$ cat src/rtl/touch_pkg.sv
// Shared definitions for the touchpad scan path: channel codes, SPI command
// builder, scheduler state encoding and default calibration constants.
package touch_pkg;

  localparam int unsigned DATA_W = 12;
  localparam int unsigned CMD_W  = 8;

  typedef logic [1:0] chan_t;

  localparam chan_t CH_X = 2'b10;
  localparam chan_t CH_Y = 2'b00;
  localparam chan_t CH_Z = 2'b01;

  typedef enum logic [2:0] {
    ST_IDLE    = 3'd0,
    ST_REQ     = 3'd1,
    ST_WAIT    = 3'd2,
    ST_ACC     = 3'd3,
    ST_NEXT    = 3'd4,
    ST_PUBLISH = 3'd5,
    ST_GAP     = 3'd6
  } state_e;

  localparam logic [DATA_W-1:0] DEF_Z_THRESH       = 12'h040;
  localparam logic [DATA_W-1:0] DEF_X_ADJ_MIN      = 12'h090;
  localparam logic [DATA_W-1:0] DEF_X_POST_ADJ_MAX = 12'h745;
  localparam logic [DATA_W-1:0] DEF_Y_ADJ_MIN      = 12'h060;
  localparam logic [DATA_W-1:0] DEF_Y_POST_ADJ_MAX = 12'h6F0;

  // Command byte: start bit, channel select, conversion-mode bit.
  function automatic logic [CMD_W-1:0] make_cmd(input chan_t ch);
    return {4'b0000, 1'b1, ch, 1'b1};
  endfunction

endpackage

$ cat src/rtl/touch_adjust.sv
// Saturating offset/clamp for one axis.
//   avg_i : averaged raw axis value
//   adj_o : 0 below ADJ_MIN, else min(avg_i - ADJ_MIN, POST_ADJ_MAX) (combinational)
module touch_adjust
  import touch_pkg::*;
#(
  parameter logic [DATA_W-1:0] ADJ_MIN      = DEF_X_ADJ_MIN,
  parameter logic [DATA_W-1:0] POST_ADJ_MAX = DEF_X_POST_ADJ_MAX
) (
  input  logic [DATA_W-1:0] avg_i,
  output logic [DATA_W-1:0] adj_o
);

  logic [DATA_W-1:0] diff;

  always_comb begin
    diff = avg_i - ADJ_MIN;
    if (avg_i < ADJ_MIN) begin
      adj_o = '0;
    end else if (diff > POST_ADJ_MAX) begin
      adj_o = POST_ADJ_MAX;
    end else begin
      adj_o = diff;
    end
  end

endmodule

$ cat src/rtl/touch_scan_scheduler.sv
// Repeated X/Y/Z scan sequencer with per-channel averaging and calibration.
//   cclk, rstb          : clock, async active-low reset
//   enable              : run continuous scans
//   xact_req/xact_cmd   : SPI transaction request and command byte
//   xact_done/xact_data : transaction completion pulse and 12-bit result
//   x, y, z, touched    : published calibrated coordinates and touch flag
//   sample_valid        : 1-cycle pulse on publish
//   busy                : scheduler not idle
module touch_scan_scheduler
  import touch_pkg::*;
#(
  parameter int unsigned       SAMPLES_LOG2   = 4,
  parameter int unsigned       GAP_CYCLES     = 1000,
  parameter logic [DATA_W-1:0] Z_THRESH       = DEF_Z_THRESH,
  parameter logic [DATA_W-1:0] X_ADJ_MIN      = DEF_X_ADJ_MIN,
  parameter logic [DATA_W-1:0] X_POST_ADJ_MAX = DEF_X_POST_ADJ_MAX,
  parameter logic [DATA_W-1:0] Y_ADJ_MIN      = DEF_Y_ADJ_MIN,
  parameter logic [DATA_W-1:0] Y_POST_ADJ_MAX = DEF_Y_POST_ADJ_MAX
) (
  input  logic              cclk,
  input  logic              rstb,
  input  logic              enable,
  output logic              xact_req,
  output logic [CMD_W-1:0]  xact_cmd,
  input  logic              xact_done,
  input  logic [DATA_W-1:0] xact_data,
  output logic [DATA_W-1:0] x,
  output logic [DATA_W-1:0] y,
  output logic [DATA_W-1:0] z,
  output logic              touched,
  output logic              sample_valid,
  output logic              busy
);

  localparam int unsigned ACC_W = DATA_W + SAMPLES_LOG2;
  localparam int unsigned CNT_W = SAMPLES_LOG2;
  localparam int unsigned GAP_W = (GAP_CYCLES > 1) ? $clog2(GAP_CYCLES) : 1;

  state_e            state_q, state_d;
  chan_t             chan_q, chan_d;
  logic [CNT_W-1:0]  cnt_q, cnt_d;
  logic [ACC_W-1:0]  acc_q, acc_d;
  logic [DATA_W-1:0] avg_x_q, avg_x_d, avg_y_q, avg_y_d;
  logic [GAP_W-1:0]  gap_q, gap_d;
  logic [DATA_W-1:0] x_q, x_d, y_q, y_d, z_q, z_d;
  logic              touched_q, touched_d, valid_q, valid_d;
  logic              req_q, req_d, busy_q, busy_d;
  logic [CMD_W-1:0]  cmd_q, cmd_d;

  logic [DATA_W-1:0] avg_c, adj_x_c, adj_y_c;
  logic              last_sample_c;

  assign avg_c         = DATA_W'(acc_q >> SAMPLES_LOG2);
  assign last_sample_c = &cnt_q;

  touch_adjust #(.ADJ_MIN(X_ADJ_MIN), .POST_ADJ_MAX(X_POST_ADJ_MAX)) u_adj_x (
    .avg_i (avg_x_q),
    .adj_o (adj_x_c)
  );

  touch_adjust #(.ADJ_MIN(Y_ADJ_MIN), .POST_ADJ_MAX(Y_POST_ADJ_MAX)) u_adj_y (
    .avg_i (avg_y_q),
    .adj_o (adj_y_c)
  );

  // State register and datapath registers.
  always_ff @(posedge cclk or negedge rstb) begin
    if (!rstb) begin
      state_q   <= ST_IDLE;
      chan_q    <= CH_X;
      cnt_q     <= '0;
      acc_q     <= '0;
      avg_x_q   <= '0;
      avg_y_q   <= '0;
      gap_q     <= '0;
      x_q       <= '0;
      y_q       <= '0;
      z_q       <= '0;
      touched_q <= 1'b0;
      valid_q   <= 1'b0;
      req_q     <= 1'b0;
      busy_q    <= 1'b0;
      cmd_q     <= '0;
    end else begin
      state_q   <= state_d;
      chan_q    <= chan_d;
      cnt_q     <= cnt_d;
      acc_q     <= acc_d;
      avg_x_q   <= avg_x_d;
      avg_y_q   <= avg_y_d;
      gap_q     <= gap_d;
      x_q       <= x_d;
      y_q       <= y_d;
      z_q       <= z_d;
      touched_q <= touched_d;
      valid_q   <= valid_d;
      req_q     <= req_d;
      busy_q    <= busy_d;
      cmd_q     <= cmd_d;
    end
  end

  // Next-state logic; a dropped enable is honoured only between transactions.
  always_comb begin
    state_d = state_q;
    unique case (state_q)
      ST_IDLE:    if (enable) state_d = ST_REQ;
      ST_REQ:     state_d = ST_WAIT;
      ST_WAIT:    if (xact_done) state_d = ST_ACC;
      ST_ACC: begin
        if (!enable)           state_d = ST_IDLE;
        else if (last_sample_c) state_d = ST_NEXT;
        else                   state_d = ST_REQ;
      end
      ST_NEXT: begin
        if (!enable)            state_d = ST_IDLE;
        else if (chan_q == CH_Z) state_d = ST_PUBLISH;
        else                    state_d = ST_REQ;
      end
      ST_PUBLISH: state_d = ST_GAP;
      ST_GAP:     if (gap_q == '0) state_d = enable ? ST_REQ : ST_IDLE;
      default:    state_d = ST_IDLE;
    endcase
  end

  // Datapath and registered-output next values.
  always_comb begin
    chan_d    = chan_q;
    cnt_d     = cnt_q;
    acc_d     = acc_q;
    avg_x_d   = avg_x_q;
    avg_y_d   = avg_y_q;
    gap_d     = gap_q;
    x_d       = x_q;
    y_d       = y_q;
    z_d       = z_q;
    touched_d = touched_q;
    valid_d   = 1'b0;
    req_d     = (state_d == ST_REQ) || (state_d == ST_WAIT);
    busy_d    = (state_d != ST_IDLE);
    cmd_d     = cmd_q;

    case (state_q)
      ST_IDLE: begin
        chan_d = CH_X;
        cnt_d  = '0;
        acc_d  = '0;
      end
      ST_WAIT: begin
        if (xact_done) acc_d = acc_q + ACC_W'(xact_data);
      end
      ST_ACC: begin
        cnt_d = cnt_q + CNT_W'(1);
        if (!enable) begin
          chan_d = CH_X;
          cnt_d  = '0;
          acc_d  = '0;
        end
      end
      ST_NEXT: begin
        acc_d = '0;
        cnt_d = '0;
        if (!enable) begin
          chan_d = CH_X;
        end else if (chan_q == CH_X) begin
          avg_x_d = avg_c;
          chan_d  = CH_Y;
        end else if (chan_q == CH_Y) begin
          avg_y_d = avg_c;
          chan_d  = CH_Z;
        end else begin
          // Publish lands with sample_valid; x/y only follow a touched z.
          z_d       = avg_c;
          touched_d = (avg_c >= Z_THRESH);
          valid_d   = 1'b1;
          chan_d    = CH_X;
          if (avg_c >= Z_THRESH) begin
            x_d = adj_x_c;
            y_d = adj_y_c;
          end
        end
      end
      ST_PUBLISH: gap_d = GAP_W'(GAP_CYCLES - 1);
      ST_GAP: begin
        if (gap_q != '0) gap_d = gap_q - GAP_W'(1);
      end
      default: ;
    endcase

    // Command only changes when a new request starts, so it is stable during req.
    if (state_d == ST_REQ) cmd_d = make_cmd(chan_d);
  end

  assign xact_req     = req_q;
  assign xact_cmd     = cmd_q;
  assign x            = x_q;
  assign y            = y_q;
  assign z            = z_q;
  assign touched      = touched_q;
  assign sample_valid = valid_q;
  assign busy         = busy_q;

endmodule
$ cat config.mk
export PLATFORM = sky130hd
export DESIGN_NAME = touch_scan_scheduler
export DESIGN_NICKNAME = d
export VERILOG_FILES = /design/src/rtl/touch_pkg.sv /design/src/rtl/touch_adjust.sv /design/src/rtl/touch_scan_scheduler.sv
export SDC_FILE = /design/constraint.sdc
export NUM_CORES = 1
export LEC_CHECK = 0
export BUFFER_PORTS_ARGS = -buffer_cell sky130_fd_sc_hd__buf_2
export CAP_MARGIN = 30
export CORE_ASPECT_RATIO = 1.5
export CORE_UTILIZATION = 55
export CTS_BUF_LIST = sky130_fd_sc_hd__clkbuf_8
export DETAILED_ROUTE_END_ITERATION = 10
export MAX_ROUTING_LAYER = met4
export PLACE_DENSITY = 0.76
export SYNTH_ARGS = -nofsm -noshare
export SYNTH_HDL_FRONTEND = slang
export SYNTH_SLANG_ARGS = --single-unit
export TNS_END_PERCENT = 30
$ cat constraint.sdc
create_clock -name cclk -period 5.55 [get_ports cclk]
set_input_delay 0.555 -clock cclk [delete_from_list [all_inputs] [get_ports cclk]]
set_output_delay 0.555 -clock cclk [all_outputs]
set_load 0.03 [all_outputs]
==> flow_metrics.tcl <==
set metrics [dict create \
    yosysTopAreaCellShare_pct 47.5 \
    synth_edf_count 0 \
    nNetsFinal 604 \
    finalHoldViolations 0 \
    ys_async_sr_fraction_pct 100 \
    wl_per_cell_um 16.7 \
    fillers 761 \
    max_freq_mhz 287 \
    finalWeightedCongestion 0.901 \
    htreeDepth 3 \
    drt_iter0_drc 203 \
    ys_warn_count 0 \
    wl_um 11400 \
    syn_area_per_cell_sq_um 10.3 \
    seqPwrFrac_pct 45.5 \
    final.setup.tns_ns 0 \
    critPathMaxFanout 23 \
    track_usage_pct 25.9 \
    cts-root-buf "clkbuf_8" \
    synth-seq-cells 102 \
    drv_slew 0 \
    setup_viol 0 \
    cts_tree "yes" \
    dp_slack_ns 2.11 \
    grt_pass1_vias 3995 \
    ff_latch_area_sq_mm 0.00255 \
    fp-row-count 43 \
    place_inst 670 \
    sw_frac_of_total_pct 35.7 \
    clkPwrFrac_pct 24.7 \
    yosysSeqAreaShare_pct 48.0 \
    finalClockSkew_ns 0.0110 \
    diodes 0 \
    worst_pin_slew_ns 0.974 \
    vias 4065 \
    vdd_drop_max_uv 173 \
    crit_path_start_kind "register" \
    use_met1_pct 29.6 \
    clock_latency_ns 0.38 \
    p_comb_share_pct 29.7 \
    dr.pass1.iters 4 \
    power.internal_uw 1320 \
    initial_core_util_pct 57.2 \
    use_met2_pct 42.8 \
    p_sw_uw 731 \
    postCtsSetupBuffers 0 \
    yosys-top-cells-area "dfrtp_1 (47%), mux2_2 (5.1%), nand2_1 (5.0%)" \
    ant_nets 0 \
    finalNonFillerCells 685 \
    use_met3_pct 3.79 \
    drive_above_1_share_pct 20.1 \
    worstPathRequired_ns 5.82 \
    vias_per_cell 5.93 \
    endpoint_kind "register" \
    ys.flop_type "dfrtp_1" \
    top_usage_layer "met2" \
    rsz0062_at_grt "no" \
    synth.most_common_cell "dfrtp_1" \
    clk_path_buf_depth 2 \
    grt-ovfl-total 0 \
    antenna_found_initial 0 \
    pin_count 64 \
    ys_types 61 \
    fin_crit_sh_pct 62.9 \
    remaining_drc_errors 0 \
    coreArea_sq_mm 0.00931 \
    dieArea_sq_mm 0.0101 \
    hpwl_um 8510 \
    multi_input_area_sq_mm 0.00263 \
    synth_cells 516 \
    hold_class "in2async" \
    worstPathArrival_ns 3.76 \
    maxCapViolCount 0 \
    cts_resized 0 \
    min_period_ns 3.49 \
    syn2layout_area_growth_pct 10.9 \
    power_density_mw_per_mm2 347 \
    power_leakage_uw 0.00301 \
    grt_pass1_wl_um 18900 \
    clock_sinks 102 \
    fp.dieH_um 122 \
    layout_setup_ws_ns 2.06 \
    numCtsBuffers 9 \
    crit_type "reg2reg" \
    cts_hold_buffers 0 \
    slew-limit-headroom_pct 34.8 \
    die_w_um 82.3 \
    post-synth-top-area-cell "dfrtp_1" \
    synth_area_sq_mm 0.00532 \
    grt_max_degree 65 \
    clk_pin_slew_ns 0.09 \
    port-buffer-count 59 \
    status "finished, final reports clean" \
    synth.top_cells.by_count "dfrtp_1 (101), nand2_1 (71), o21ai_0 (26), mux2_2 (24), nor2_1 (23)" \
]
[path summary, 6_finish.rpt]
path	start	end	slack, ns	depth (start not counted)
worst max-delay path	state_q[1]	xact_cmd[2]	2.06	6
worst min-delay path	rstb	x[4]	0.12	1
worst max register to register	state_q[1]	xact_cmd[2]	2.06	6
worst min register to register	x[9]	x[9]	0.47	2
max in group asynchronous	rstb	acc_q[3]	4.27	2
min in group cclk	x[9]	x[9]	0.47	2
[power by group through the flow]
stage / clock network [uW] / registers [uW] / logic [uW]
after floorplan: 0 / 898 / 486
after global placement: 0 / 941 / 592
after detailed placement: 0 / 948 / 607
after CTS: 522 / 932 / 610
after global routing: 547 / 946 / 683
final: 506 / 932 / 609
[area by class of cell]
class	instances	area share (%)
clock buffer	9	2.10
clock inverter	6	1.46
inverter	15	0.953
multi-input combinational	380	44.6
tap	112	2.37
sequential	102	43.2
timing repair buffer	61	5.30
[per-layer routing]
layer	part of all wire (%)	wire length (um)
met5	0	0
met4	4.1	473
met3	2.9	331
met2	53	6030
met1	40	4600
[state kept, by name, summed over array words and instances, names as in the netlist, 4 cells and up]
signal / flops
avg_y_q: 12
gap_q: 10
z: 12
y: 12
acc_q: 16
cnt_q: 4
avg_x_q: 12
x: 12
[through the flow]
stage / cell area [sq um] / hold WS (ns) / power, uW / utilization (%)
floorplan: 5340 / 0.259 / 1380 / -
global placement: 5700 / 0.452 / 1530 / 61.2
detailed placement: 5700 / 0.457 / 1550 / 61.2
CTS: 5910 / 0.133 / 2060 / 63.4
global route: 5910 / 0.159 / 2180 / 63.4
finish: 5910 / 0.122 / 2050 / 63.4
[cell families (layout without fill, tap and decap cells)]
group / Yosys count / after routing / share of synthesized area [%]
other: 1 / 4 / 0.0704
xor gates and xnor gates: 26 / 26 / 4.28
and+or+nand+nor: 175 / 175 / 17.1
DFF: 102 / 102 / 48.0
muxes: 28 / 28 / 6.02
adders and majority gates: 19 / 19 / 4.61
AOI/OAI and AO/OA: 128 / 128 / 16.9
buffers and inverters: 37 / 91 / 3.01
[placed cells by master (no fill, tap or decap), types with 7 or more instances in the layout]
master,count
clkbuf_8,9
nor2_1,23
a211oi_1,15
inv_1,15
o21ai_0,26
xnor2_1,14
o31ai_1,7
nand4_1,10
nor3_1,12
nand2_1,71
mux2_2,24
a21oi_1,18
ha_1,18
xor2_1,12
buf_2,58
a21o_1,10
a22o_1,15
dfrtp_1,101
[worst max-delay path: stages, from the launching register on]
cell and delay, ns:
dfrtp_1 0.76, nor2_1 0.14, nand4_1 0.53, clkinv_1 0.70, a221o_1 0.52, or3_4 0.42
mux2_4 0.30
No activity file was read; power rests on OpenSTA's default activity.
